==> src/rtl/fpu_pkg.sv <==
// fpu_pkg: shared fp32 field layout, internal widths and operand unpacking for the FPU datapaths.
package fpu_pkg;
    localparam int EXP_W    = 8;
    localparam int MAN_W    = 23;
    localparam int BIAS     = 127;
    localparam int EXP_MAX  = 255;
    localparam int SIGN_BIT = 31;
    localparam int EXP_MSB  = 30;
    localparam int EXP_LSB  = 23;
    localparam int MAN_MSB  = 22;
    // Signed working exponent wide enough for ea+eb-BIAS plus normalise/round carries.
    localparam int EI_W     = 10;
    localparam int PROD_W   = 2 * (MAN_W + 1);

    typedef struct packed {
        logic             sign;
        logic [EI_W-1:0]  exp;
        logic [MAN_W:0]   ma;
        logic [MAN_W:0]   mb;
        logic             zero;
        logic             inf;
    } unpack_t;

    typedef struct packed {
        logic              sign;
        logic [EI_W-1:0]   exp;
        logic [PROD_W-1:0] prod;
        logic              zero;
        logic              inf;
    } prod_t;

    function automatic unpack_t fp_unpack_mul(input logic [31:0] x, input logic [31:0] y);
        unpack_t u;
        logic [EXP_W-1:0] ex;
        logic [EXP_W-1:0] ey;
        ex     = x[EXP_MSB:EXP_LSB];
        ey     = y[EXP_MSB:EXP_LSB];
        u.sign = x[SIGN_BIT] ^ y[SIGN_BIT];
        u.exp  = EI_W'(ex) + EI_W'(ey) - EI_W'(BIAS);
        u.ma   = {1'b1, x[MAN_MSB:0]};
        u.mb   = {1'b1, y[MAN_MSB:0]};
        // Denormals flush to zero; NaN is folded into inf.
        u.zero = (ex == '0) | (ey == '0);
        u.inf  = (&ex) | (&ey);
        return u;
    endfunction
endpackage

==> src/rtl/fp_round_ne.sv <==
// fp_round_ne: normalise a 48-bit mantissa product, round to nearest-even and pack fp32 with saturation/flush.
module fp_round_ne
    import fpu_pkg::*;
(
    input  logic              sign_i,
    input  logic [EI_W-1:0]   exp_i,
    input  logic [PROD_W-1:0] prod_i,
    input  logic              zero_i,
    input  logic              inf_i,
    output logic [31:0]       d_o,
    output logic              overflow_o,
    output logic              underflow_o
);
    localparam logic signed [EI_W-1:0] E_TOP  = EI_W'(EXP_MAX);
    localparam logic signed [EI_W-1:0] E_ZERO = '0;

    logic                   hi, g, s, inc, c, ovf, unf;
    logic [MAN_W-1:0]       mant, mant_r;
    logic signed [EI_W-1:0] e_r;

    assign hi   = prod_i[47];
    assign mant = hi ? prod_i[46:24] : prod_i[45:23];
    assign g    = hi ? prod_i[23] : prod_i[22];
    assign s    = hi ? |prod_i[22:0] : |prod_i[21:0];
    assign inc  = g & (s | mant[0]);
    // A carry out of the mantissa leaves mant_r at zero, which is exactly 1.0 at the next exponent.
    assign {c, mant_r} = {1'b0, mant} + (MAN_W + 1)'(inc);
    assign e_r  = $signed(exp_i) + $signed({9'b0, hi}) + $signed({9'b0, c});
    assign ovf  = inf_i | (e_r >= E_TOP);
    assign unf  = e_r <= E_ZERO;

    assign overflow_o  = ~zero_i & ovf;
    assign underflow_o = ~zero_i & ~ovf & unf;
    assign d_o = (zero_i | underflow_o) ? {sign_i, 31'b0} :
                 overflow_o             ? {sign_i, 8'hFF, 23'b0} :
                                          {sign_i, e_r[7:0], mant_r};
endmodule

==> src/rtl/fdiv_stage.sv <==
// fdiv_stage: 3-stage a*(1/b) back half of the divider (unpack, multiply, round) with valid/ready on both sides.
module fdiv_stage
    import fpu_pkg::*;
#(
    parameter int TAG_W = 6
) (
    input  logic             clk,
    input  logic             rstn,
    input  logic             in_valid,
    output logic             in_ready,
    input  logic [31:0]      a,
    input  logic [31:0]      inv_b,
    input  logic [TAG_W-1:0] in_tag,
    output logic             out_valid,
    input  logic             out_ready,
    output logic [31:0]      d,
    output logic [TAG_W-1:0] out_tag,
    output logic             overflow,
    output logic             underflow
);
    unpack_t          s1_q, s1_d;
    prod_t            s2_q, s2_d;
    logic             v1_q, v2_q, vo_q, adv;
    logic [TAG_W-1:0] t1_q, t2_q, to_q;
    logic [31:0]      d_q, d_d;
    logic             ovf_q, ovf_d, unf_q, unf_d;

    // The whole pipe moves in lockstep, so a free output slot is the only condition to advance.
    assign adv      = ~vo_q | out_ready;
    assign in_ready = adv;

    assign s1_d = fp_unpack_mul(a, inv_b);
    assign s2_d = '{sign: s1_q.sign, exp: s1_q.exp, prod: PROD_W'(s1_q.ma) * PROD_W'(s1_q.mb),
                    zero: s1_q.zero, inf: s1_q.inf};

    fp_round_ne u_round (
        .sign_i      (s2_q.sign),
        .exp_i       (s2_q.exp),
        .prod_i      (s2_q.prod),
        .zero_i      (s2_q.zero),
        .inf_i       (s2_q.inf),
        .d_o         (d_d),
        .overflow_o  (ovf_d),
        .underflow_o (unf_d)
    );

    always_ff @(posedge clk or negedge rstn) begin
        if (!rstn) begin
            v1_q  <= 1'b0;
            v2_q  <= 1'b0;
            vo_q  <= 1'b0;
            s1_q  <= '0;
            s2_q  <= '0;
            t1_q  <= '0;
            t2_q  <= '0;
            to_q  <= '0;
            d_q   <= '0;
            ovf_q <= 1'b0;
            unf_q <= 1'b0;
        end else if (adv) begin
            v1_q  <= in_valid;
            s1_q  <= s1_d;
            t1_q  <= in_tag;
            v2_q  <= v1_q;
            s2_q  <= s2_d;
            t2_q  <= t1_q;
            vo_q  <= v2_q;
            d_q   <= d_d;
            to_q  <= t2_q;
            ovf_q <= ovf_d;
            unf_q <= unf_d;
        end
    end

    assign out_valid = vo_q;
    assign d         = d_q;
    assign out_tag   = to_q;
    assign overflow  = ovf_q;
    assign underflow = unf_q;
endmodule

==> config.mk <==
export PLATFORM = sky130hd
export DESIGN_NAME = fdiv_stage
export DESIGN_NICKNAME = d
export VERILOG_FILES = /design/src/rtl/fpu_pkg.sv /design/src/rtl/fp_round_ne.sv /design/src/rtl/fdiv_stage.sv
export SDC_FILE = /design/constraint.sdc
export NUM_CORES = 2
export LEC_CHECK = 0
export BUFFER_PORTS_ARGS = -buffer_cell sky130_fd_sc_hd__buf_2
export CAP_MARGIN = 20
export CORE_MARGIN = 2
export CORE_UTILIZATION = 45
export DETAILED_ROUTE_END_ITERATION = 10
export HOLD_SLACK_MARGIN = 0.02
export SYNTH_ARGS = -nofsm -noshare
export SYNTH_HDL_FRONTEND = slang
export SYNTH_SLANG_ARGS = --single-unit
==> constraint.sdc <==
create_clock -name clk -period 8.2 [get_ports clk]
set_input_delay 0.41 -clock clk [delete_from_list [all_inputs] [get_ports clk]]
set_output_delay 0.41 -clock clk [all_outputs]
set_load 0.005 [all_outputs]
==> results.sh <==
export IMPL_outcome="complete, no violations"
export IMPL_avgSynthCellArea_um2=8.84
export IMPL_ys_flop_type="dfrtp_1"
export IMPL_drtIter0Drc=1077
export IMPL_io_pins=116
export IMPL_viasPerCell=5.27
export IMPL_clkTransAtPathRegs_ns=0.09
export IMPL_portBuffers=115
export IMPL_ant_nets=0
export IMPL_die_height_um=250
export IMPL_whs_ns=0.112
export IMPL_synth_edff_count=0
export IMPL_worstHoldPathType="in2reg"
export IMPL_tritoncts="yes"
export IMPL_ys_seq_area_share_pct=16.2
export IMPL_synthCells=3083
export IMPL_syn2layout_area_growth_pct=6.97
export IMPL_nets=3840
export IMPL_timing_hold_violations_final=0
export IMPL_critPathLaunchType="flop"
export IMPL_routed_wl_um=69500
export IMPL_diodes=0
export IMPL_synth_area_leaders="fa_1 (36%), dfrtp_1 (16%), nand2_1 (8.8%)"
export IMPL_min_period_ns=7.67
export IMPL_numClockSinks=176
export IMPL_grt_usage_pct=23.4
export IMPL_via_count=20500
export IMPL_finalSetupTns_ns=0
export IMPL_synth_area_um2=27300
export IMPL_clk_latency_ns=0.49
export IMPL_place_area_um2=28500
export IMPL_grt_max_degree=164
export IMPL_antenna_found_initial=0
export IMPL_post_cts_buffers=0
export IMPL_synth_seq_cells=176
export IMPL_grt_pass1_vias=22300
export IMPL_fp_dieArea_um2=62600
export IMPL_required_ns=8.59
export IMPL_num_rows=90
export IMPL_worst_setup_path_end_kind="flop"
export IMPL_finalInstanceArea_um2=29200
export IMPL_max_slew_margin_pct=21.6
export IMPL_num_fill_cells=5823
export IMPL_finalMaxSlewViolations=0
export IMPL_synth_cell_type_count=72
export IMPL_worst_r2r_cell_count=20
export IMPL_skew_ns=0.0206
export IMPL_cts_resized_gates=0
export IMPL_hold_depth=3
export IMPL_core_area_um2=60100
export IMPL_fmax_mhz=130
export IMPL_multiInputGateArea_um2=20100
export IMPL_synth_top_area_share_pct=35.5
export IMPL_rsz0062_at_grt="false"
export IMPL_maxCapViolCount=0
export IMPL_grt_overflow=0
export IMPL_die_w_um=250
export IMPL_grt_pass1_wl_um=116000
export IMPL_tightest_slew_ns=1.18
export IMPL_wl_per_cell_um=17.9
export IMPL_critPathKind="reg2reg"
export IMPL_cts_root_buffer="clkbuf_16"
export IMPL_cts_buffers=17
export IMPL_ctsLongestPathBuffers=2
export IMPL_cp_arrival_ns=8.06
export IMPL_syn_nets=3832
export IMPL_place_hpwl_um=54400
export IMPL_start_util_pct=45.3
export IMPL_path_max_fanout=25
export IMPL_register_area_um2=4410
export IMPL_yosys_warnings=0
export IMPL_drcViolationCount=0
export IMPL_fin_util_pct=48.5
export IMPL_cts_hold_buffers=1
export IMPL_place_gp_congestion=0.855
export IMPL_final_layout_size_suffix_gt1_share_pct=6.57
export IMPL_dr_pass1_iters=5
export IMPL_synthArstFlopShare_pct=100
export IMPL_netlist_top_cell_by_area="fa_1"
export IMPL_htree_num_levels=4
export IMPL_setup_viol=0
export IMPL_period_share_pct=93.5
==> cells in the final DEF, fill, tap and decap left out, types with 5 or more instances in the layout <==
master / netlist / final
nand2_1: 638 / 638
inv_1: 553 / 552
fa_1: 484 / 484
and2_1: 298 / 298
ha_1: 191 / 191
dfrtp_1: 176 / 175
buf_2: 6 / 114
a21oi_1: 102 / 102
nor2_1: 74 / 74
o21ai_0: 42 / 42
xnor2_1: 41 / 41
xor2_1: 40 / 40
buf_4: 1 / 38
nand3_1: 28 / 28
a21o_1: 23 / 23
nand4_1: 22 / 22
a22o_1: 22 / 22
clkbuf_16: 0 / 17
mux2i_1: 16 / 16
o21bai_1: 12 / 12
nand2b_1: 11 / 11
nor4_1: 11 / 11
and3_1: 10 / 10
nor2b_1: 10 / 9
a211oi_1: 7 / 7
o21a_1: 7 / 7
nor3_1: 7 / 7
a211o_1: 6 / 6
o31ai_1: 5 / 5
a22oi_1: 5 / 5
o211ai_1: 5 / 5
==> synthesized netlist by cell type (all sizes together) (5+ instances only) <==
cell / n
nand2: 639
nand4: 22
a21o: 23
nand3: 28
nor4: 13
o31ai: 6
nor2b: 10
o21bai: 12
inv: 553
xor2: 40
a211o: 6
o21a: 7
a211oi: 7
o21ai: 46
clkbuf: 150
xnor2: 41
and3: 10
fa: 484
nor3: 7
nor2: 74
a22oi: 5
and4: 5
mux2i: 16
o211ai: 5
and2: 298
ha: 191
nand2b: 11
dfrtp: 176
a22o: 22
a21oi: 102
buf: 17
==> area by class of cell <==
| cell class | count | share of cell area (%) |
|---|---|---|
| Multi-Input combinational cell | 2187 | 69.0 |
| Sequential cell | 176 | 15.1 |
| Inverter | 553 | 7.13 |
| Tap cell | 782 | 3.35 |
| Timing Repair Buffer | 156 | 3.18 |
| Clock buffer | 19 | 1.55 |
| Clock inverter | 13 | 0.648 |
==> cell families after synthesis <==
group                      synth area share (%)
AOI/OAI and AO/OA                          6.62
xor gates and xnor gates                   2.60
adders and majority gates                  44.3
buffers and inverters                      10.0
DFF                                        16.2
muxes                                     0.711
and+or+nand+nor                            19.6
==> registers in the layout, summed over array words and instances, names as in the netlist <==
signal / count
underflow: 1
t1_q: 6
s1_q: 60
overflow: 1
out_tag: 6
t2_q: 6
v1_q: 1
s2_q: 61
out_valid: 1
d: 32
v2_q: 1
==> stage by stage <==
| step | setup WS (ns) | std cells |
|---|---|---|
| after floorplan | 1.61 | 3083 |
| after global placement | 0.670 | 3852 |
| after detailed placement | 0.556 | 3852 |
| after CTS | 0.545 | 3885 |
| after global routing | 0.208 | 3886 |
| final | 0.531 | 3886 |
==> critical path, stage by stage, from the launching register on <==
cell and delay (ns):
dfrtp_1 1.09, and2_1 0.28, fa_1 0.44, fa_1 0.55
inv_1 0.05, fa_1 0.48, fa_1 0.54, inv_1 0.06
fa_1 0.46, fa_1 0.55, inv_1 0.07, fa_1 0.47
inv_1 0.04, ha_1 0.36, a21oi_1 0.29, o21ai_0 0.18
a211o_1 0.34, o31ai_1 0.76, a2111o_1 0.27, a21oi_1 0.07
o31ai_1 0.21
==> layer usage <==
layer	GRT usage [%]	share of wire [%]	vias to the layer above
li1	-	-	9338
met1	29.9	41	10500
met2	41.2	51	566
met3	3.37	5.2	99
met4	7.22	2.7	0
met5	0	0	-
==> final timing paths <==
check,from,end,slack (ns)
min in group asynchronous,rstn,s1_q[16],0.46
worst max-delay path,s1_q[11],s2_q[49],0.53
worst min register to register,t2_q[5],t2_q[5],0.47
worst max register to register,s1_q[11],s2_q[49],0.53
worst min-delay path,inv_b[17],s1_q[19],0.11
max in group asynchronous,rstn,d[0],5.73
Power is not shown: default switching activity piles up to over one toggle a cycle in this logic, so the estimate is an artifact.
